### src/rtl/encoder_decimal_to_bcd_basic_gates_pkg.sv
// Shared widths, BCD digit codes and mode selectors for the decimal-to-BCD encoder.
package encoder_decimal_to_bcd_basic_gates_pkg;

  localparam int BCD_W = 4;
  localparam int DEC_W = 10;

  localparam logic [BCD_W-1:0] DIGIT_0 = 4'd0;
  localparam logic [BCD_W-1:0] DIGIT_1 = 4'd1;
  localparam logic [BCD_W-1:0] DIGIT_2 = 4'd2;
  localparam logic [BCD_W-1:0] DIGIT_3 = 4'd3;
  localparam logic [BCD_W-1:0] DIGIT_4 = 4'd4;
  localparam logic [BCD_W-1:0] DIGIT_5 = 4'd5;
  localparam logic [BCD_W-1:0] DIGIT_6 = 4'd6;
  localparam logic [BCD_W-1:0] DIGIT_7 = 4'd7;
  localparam logic [BCD_W-1:0] DIGIT_8 = 4'd8;
  localparam logic [BCD_W-1:0] DIGIT_9 = 4'd9;

  localparam logic [BCD_W-1:0] DIGITS [DEC_W] = '{
    DIGIT_0, DIGIT_1, DIGIT_2, DIGIT_3, DIGIT_4,
    DIGIT_5, DIGIT_6, DIGIT_7, DIGIT_8, DIGIT_9
  };

  localparam int MODE_OR   = 0;
  localparam int MODE_PRIO = 1;

endpackage

### src/rtl/encoder_decimal_to_bcd_basic_gates_if.sv
// Switch-bank input and registered BCD result bundle. No handshake: the
// encoder samples signal_i on every rising clock edge and results follow one cycle later.
interface encoder_decimal_to_bcd_basic_gates_if;
  import encoder_decimal_to_bcd_basic_gates_pkg::*;

  logic [DEC_W-1:0] signal_i;
  logic [BCD_W-1:0] signal_o;
  logic             valid_o;
  logic             error_o;

  modport master (output signal_i, input signal_o, input valid_o, input error_o);
  modport slave  (input signal_i, output signal_o, output valid_o, output error_o);
endinterface

### src/rtl/encoder_decimal_to_bcd_basic_gates_dec_bcd_gate_core.sv
// Combinational encoding core: OR-gate BCD equations, highest-line priority
// code and a population check separating one-hot from multi-hot inputs.
module dec_bcd_gate_core
  import encoder_decimal_to_bcd_basic_gates_pkg::*;
(
  input  logic [DEC_W-1:0] lines,
  output logic [BCD_W-1:0] or_code,
  output logic [BCD_W-1:0] prio_code,
  output logic             one_hot,
  output logic             multi_hot
);

  // Line 0 feeds no output bit; digit 0 is only distinguishable via one_hot.
  assign or_code[0] = lines[1] | lines[3] | lines[5] | lines[7] | lines[9];
  assign or_code[1] = lines[2] | lines[3] | lines[6] | lines[7];
  assign or_code[2] = lines[4] | lines[5] | lines[6] | lines[7];
  assign or_code[3] = lines[8] | lines[9];

  always_comb begin
    prio_code = DIGIT_0;
    for (int i = 0; i < DEC_W; i++) begin
      if (lines[i]) prio_code = DIGITS[i];
    end
  end

  // Clearing the lowest set bit leaves something only when two or more lines are high.
  assign multi_hot = |(lines & (lines - 10'd1));
  assign one_hot   = (|lines) & ~multi_hot;

endmodule

### src/rtl/encoder_decimal_to_bcd_basic_gates.sv
// Registered 10-line decimal-to-BCD encoder; one-cycle latency from signal_i
// to signal_o/valid_o/error_o, synchronous active-low reset.
module encoder_decimal_to_bcd_basic_gates
  import encoder_decimal_to_bcd_basic_gates_pkg::*;
#(
  parameter int PRIORITY_MODE = MODE_OR,
  parameter int IN_W          = DEC_W
) (
  input  logic clk_i,
  input  logic rst_ni,
  encoder_decimal_to_bcd_basic_gates_if.slave bus
);

  logic [IN_W-1:0]  sample;
  logic [BCD_W-1:0] or_code;
  logic [BCD_W-1:0] prio_code;
  logic [BCD_W-1:0] code;
  logic             one_hot;
  logic             multi_hot;

  assign sample = bus.signal_i;

  dec_bcd_gate_core u_core (
    .lines     (sample),
    .or_code   (or_code),
    .prio_code (prio_code),
    .one_hot   (one_hot),
    .multi_hot (multi_hot)
  );

  assign code = (PRIORITY_MODE == MODE_PRIO) ? prio_code : or_code;

  always_ff @(posedge clk_i) begin
    if (!rst_ni) begin
      bus.signal_o <= DIGIT_0;
      bus.valid_o  <= 1'b0;
      bus.error_o  <= 1'b0;
    end else begin
      bus.signal_o <= code;
      bus.valid_o  <= one_hot;
      bus.error_o  <= multi_hot;
    end
  end

endmodule

### src/flat_wrapper.sv
// flat-port wrapper written by rule: the top's interface ports become plain ports
module encoder_decimal_to_bcd_basic_gates_flat import encoder_decimal_to_bcd_basic_gates_pkg::*;
#(
  parameter int PRIORITY_MODE = MODE_OR,
  parameter int IN_W          = DEC_W
)
  (clk_i, rst_ni, bus_signal_i, bus_signal_o, bus_valid_o, bus_error_o);
  encoder_decimal_to_bcd_basic_gates_if bus_i ();
  input  logic clk_i;
  input  logic rst_ni;
  input wire logic [$bits(bus_i.signal_i)-1:0] bus_signal_i;
  output wire logic [$bits(bus_i.signal_o)-1:0] bus_signal_o;
  output wire logic [$bits(bus_i.valid_o)-1:0] bus_valid_o;
  output wire logic [$bits(bus_i.error_o)-1:0] bus_error_o;
  assign bus_i.signal_i = bus_signal_i;
  assign bus_signal_o = bus_i.signal_o;
  assign bus_valid_o = bus_i.valid_o;
  assign bus_error_o = bus_i.error_o;
  encoder_decimal_to_bcd_basic_gates #(.PRIORITY_MODE(PRIORITY_MODE), .IN_W(IN_W)) u_core (.clk_i(clk_i), .rst_ni(rst_ni), .bus(bus_i));
endmodule
### config.mk
export PLATFORM = sky130hd
export DESIGN_NAME = encoder_decimal_to_bcd_basic_gates_flat
export DESIGN_NICKNAME = d
export VERILOG_FILES = /design/src/rtl/encoder_decimal_to_bcd_basic_gates_pkg.sv /design/src/rtl/encoder_decimal_to_bcd_basic_gates_if.sv /design/src/rtl/encoder_decimal_to_bcd_basic_gates_dec_bcd_gate_core.sv /design/src/rtl/encoder_decimal_to_bcd_basic_gates.sv /design/src/flat_wrapper.sv
export SDC_FILE = /design/constraint.sdc
export NUM_CORES = 1
export LEC_CHECK = 0
export CAP_MARGIN = 20
export CELL_PAD_IN_SITES_DETAIL_PLACEMENT = 1
export CELL_PAD_IN_SITES_GLOBAL_PLACEMENT = 2
export CORE_UTILIZATION = 18
export DETAILED_ROUTE_END_ITERATION = 6
export PLACE_DENSITY = 0.76
export SYNTH_ARGS = -nofsm -noshare
export SYNTH_HDL_FRONTEND = slang
export SYNTH_SLANG_ARGS = --single-unit
### constraint.sdc
create_clock -name clk_i -period 2.8 [get_ports clk_i]
set_clock_uncertainty 0.05 [all_clocks]
set_input_delay 0.42 -clock clk_i [delete_from_list [all_inputs] [get_ports clk_i]]
set_output_delay 0.42 -clock clk_i [all_outputs]
set_load 0.02 [all_outputs]
== Word-level counts from Yosys, hierarchy flattened ==
Index checks and enable logic that the tools add are counted.

* Bitwise gates (word level): 14
* Add/subtract/negate cells: 1
* Reduce and logical (&&, ||, !) cells: 2

{| class="wikitable"
|+ Operators by type and width
! cell !! number
|-
| $reduce_or 10->1 || 2
|-
| $or 1x1->1 || 11
|-
| $and 10x10->10 || 1
|-
| $sub 10x1->10 const B || 1
|-
| $and 1x1->1 || 1
|-
| $not 1->1 || 1
|}

* Flip-flop bits (word level): 6
* Logic and storage cells: 20

== Longest topological paths before layout ==
* Depth in word-level cells: 5
* Mapped depth: 4
* Gate-level depth less buffers: 4

== Modules after synthesis ==
From an unflattened synthesis, not the netlist that was laid out.

* Cell total of the unflattened synthesis: 49
* Area total of the unflattened synthesis: 386.6 um^2

{| class="wikitable"
|+ Modules (own cells, without submodules)
! module !! instances !! seq. area each (um^2) !! cells each !! area an instance (um^2)
|-
| dec_bcd_gate_core || 1 || 0.0 || 37 || 229.0
|-
| encoder_decimal_to_bcd_basic_gates || 1 || 120.1 || 12 || 157.7
|}

== Worst setup path after synthesis ==
Ideal clock, no wire load.

* Kind: input port to flip-flop
* From: input port bus_signal_i[3]
* To: register u_core.bus.valid_o
* Data arrival time: 1624 ps
* Stages on the path: 4
* Path slack: 1068 ps
* Buffers on the path: 0
* Required time: 2691 ps
* Setup time: 59 ps
* Cell sequence: or4_1 -> maj3_2 -> a211oi_2 -> o211a_1

* Longest elaborated chain between the ends: 5

{| class="wikitable"
|+ Ends and longest elaborated chain
! item !! RTL line !! RTL
|-
| start, declared || flat_wrapper.sv:11 || <nowiki>input wire logic [$bits(bus_i.signal_i)-1:0] bus_signal_i;</nowiki>
|-
| $sub 10x1->10 || encoder_decimal_to_bcd_basic_gates_dec_bcd_gate_core.sv:27 || <nowiki>assign multi_hot = |(lines & (lines - 10'd1));</nowiki>
|-
| $and 10x10->10 || encoder_decimal_to_bcd_basic_gates_dec_bcd_gate_core.sv:27 ||
|-
| $reduce_or 10->1 || encoder_decimal_to_bcd_basic_gates_dec_bcd_gate_core.sv:27 ||
|-
| $not 1->1 || encoder_decimal_to_bcd_basic_gates_dec_bcd_gate_core.sv:28 || <nowiki>assign one_hot = (|lines) & ~multi_hot;</nowiki>
|-
| $and 1x1->1 (*) || encoder_decimal_to_bcd_basic_gates_dec_bcd_gate_core.sv:28 ||
|-
| end signal, assigned || encoder_decimal_to_bcd_basic_gates.sv:40 || <nowiki>bus.valid_o <= one_hot;</nowiki>
|-
| end, declared || encoder_decimal_to_bcd_basic_gates_if.sv:12 || <nowiki>modport slave (input signal_i, output signal_o, output valid_o, output error_o);</nowiki>
|}

Mark *: on every way between the ends. The rest lies on a longest branch, timed or not.
A chain may end at the register's enable or synchronous reset.

== Worst setup path after layout ==
Ends and elaborated chain as after synthesis.

==> summary.txt <==
Timing
  – Slew @ Worst Pin: between 0.4 and 0.5 ns
  – Final hold violations: 0
  – Final period util: about 74%
  – Unrepaired setup endpoints after global routing: no
  – Slew Viols, Final: 0
  – Max Freq: a little under 500 MHz
  – TNS Setup: 0 ns
  – Final setup fails: 0
  – Minimum clock period: 2.08 ns
  – Slew Limit Headroom: approximately two thirds

Finish
  – Non-Filler Cell Area, Final: between 500 and 600 µm²
  – Ratio of cells with drive above 1 in the final layout: a little over a tenth
  – Fin nets: ~70
  – Non-Filler Instances: 73
  – Area of the multi-input gates: between 150 and 200 µm²
  – Layout area overhead: 74.6%
  – Storage element area: roughly 120 µm²
  – Fillers: ~190
  – N_diodes: 0

Critical path
  – Crit end category: flip-flop
  – Worst EP arrival: approximately 2.2 ns
  – Crit-path max FO: 6
  – WS Path Type: in2reg
  – CP required: ~2.9 ns
  – Startpoint class of the critical path: input port

Yosys
  – Syn_nets: 48
  – Mapped Area: approximately 300 µm²
  – Post-synth top area share: about two fifths
  – Synth top area cells: dfxtp_1 41%, nor2_1 7.6%, a21oi_1 6.8%
  – Mean Syn Cell Area: between 8 and 9 µm²
  – Post-synthesis sequential area ratio: between 40 and 50%
  – Synth unique cells: 16
  – Syn. warnings: 0
  – Area leader, netlist: dfxtp_1
  – Post-Syn Instances: 36
  – Synthesized flop and latch total: 6

Placement
  – Post-Place Cells: 70
  – Placer Congestion: ~0.73
  – Port bufs: 17
  – Placed cell area: a little under 500 µm²
  – HPWL Detailed: between 600 and 700 µm

Global routing
  – All-Layer GR Usage: between 10% and 20%
  – Global-route wire length before repair: approximately 1500 µm
  – Initial antenna violation count: 0
  – Vias in the first global route: approximately 340
  – Grt ovf: 0
  – Largest net degree at the start of global routing: 7

Power
  – PwrDens: ~430 nW/µm²
  – Leakage: around 0.20 nW
  – VDD IR-drop max: slightly above 0.1 mV

Min path
  – Hold Startpoint: rst_ni
  – Hold endpoint: u_core.bus.valid_o
  – Hold Path Stages: 2
  – Hold Path Class: in2reg

CTS
  – Clock Tree Buf Depth: 2
  – Setup Buffers After CTS: 0
  – CTS Buf Count: 3
  – Clk pin slew, worst setup/hold paths: around 0.040 ns
  – Number of gates resized after CTS: 0
  – Clock Tree Root: clkbuf_4
  – TritonCTS Sinks: 6
  – CTS H-Tree Depth: 1
  – CTS Hold Bufs: 0
  – CTS tree: done

Run status
  – Outcome: finished, final reports clean

Routing
  – Final ANT Viol Nets: 0
  – DR vias/cell: 4.75
  – Drt total wl: approximately 810 µm
  – DRC Markers: 0
  – Drt initial violations: 1
  – Post-DR wirelength/cell: 11.2 µm
  – Drt pass-1 iters: 3
  – Via Count: between 300 and 400

Floorplan
  – DIE AREA: roughly 1800 µm²
  – # IOs: 18
  – Chip height: ~43 µm
  – Core ar.: approximately 1500 µm²
  – Rows: 14
  – Width of the die: roughly 43 µm
  – Initial core utilization: about a fifth

Flow run
  – Max-cap violations: 0
per-stage QoR:
stage / hold WS (ns) / power (mW) / setup WS (ns) / utilization (%)
4_1_cts: 0.730 / 0.226 / 0.717 / 33.8
2_1_floorplan: 0.490 / 0.110 / 1.07 / -
6_report: 0.728 / 0.221 / 0.718 / 33.8
3_3_place_gp: 0.972 / 0.144 / 0.516 / 32.3
3_5_place_dp: 0.989 / 0.144 / 0.471 / 32.3
5_1_grt: 0.737 / 0.230 / 0.624 / 33.8
cells in the final DEF, fill, tap and decap left out, types with 2 or more instances in the layout:
cell type	count
nand2_1	3
a21oi_1	4
nor4_1	3
dfxtp_1	6
nor2_1	6
inv_1	3
clkdlybuf4s50_1	17
a211oi_1	2
clkbuf_4	3
synthesized netlist by cell type (all sizes together):
master	count
maj3	1
nor4	3
dfxtp	6
o211a	1
nor3	1
o211ai	1
a21oi	4
a31oi	1
o31ai	1
nor2	6
nand2	3
or4	1
a2111oi	1
inv	3
a211oi	3
worst max path at each step:
stage / startpoint / endpoint / slack [ns]
6_report: bus_signal_i[3] / u_core.bus.valid_o / 0.72
5_1_grt: bus_signal_i[3] / u_core.bus.valid_o / 0.62
4_1_cts: bus_signal_i[3] / u_core.bus.valid_o / 0.72
3_5_place_dp: bus_signal_i[3] / u_core.bus.valid_o / 0.47
3_3_place_gp: bus_signal_i[3] / u_core.bus.valid_o / 0.52
2_1_floorplan: bus_signal_i[3] / u_core.bus.valid_o / 1.07
power breakdown:
part	internal (mW)	leakage, nW	switching, mW
combinational	0.0270	0.136	0.0243
sequential	0.0902	0.0502	0.000849
clock	0.0484	0.0138	0.0301
critical path, cell delays in order:
cell and delay, ns:
clkdlybuf4s50_1 0.50, or4_1 0.57, maj3_2 0.32, a211oi_2 0.22, o211a_1 0.19
registers in the layout, summed over array words and instances, names as in the netlist:
signal               count
u_core.bus.error_o       1
u_core.bus.valid_o       1
u_core.bus.signal_o      4
routing by layer:
layer | vias up | GRT usage, % | part of all wire (%)
met5 | - | 0 | 0
met4 | 0 | 9.38 | 2.1
met3 | 2 | 1.29 | 3.8
met2 | 14 | 16.9 | 47
met1 | 152 | 13.8 | 47
li1 | 179 | - | -
cell type report:
cell class | count | share of cell area [%]
repair buffers | 18 | 34.5
multi-input cells | 27 | 31.8
flip-flops and latches | 6 | 23.3
clock buffers | 3 | 4.37
well taps | 16 | 3.88
inverters | 3 | 2.18
cells by family (layout without fill, tap and decap cells):
logic type	after synthesis	after routing	share of synthesized area (%)
AND/OR/NAND/NOR	14	14	22.0
AO/OA/AOI/OAI	12	12	29.7
flip-flops	6	6	40.7
buffers and inverters	3	24	3.81
adder cells (fa/ha/maj)	1	1	3.81
No activity file was read; power rests on OpenSTA's default activity.
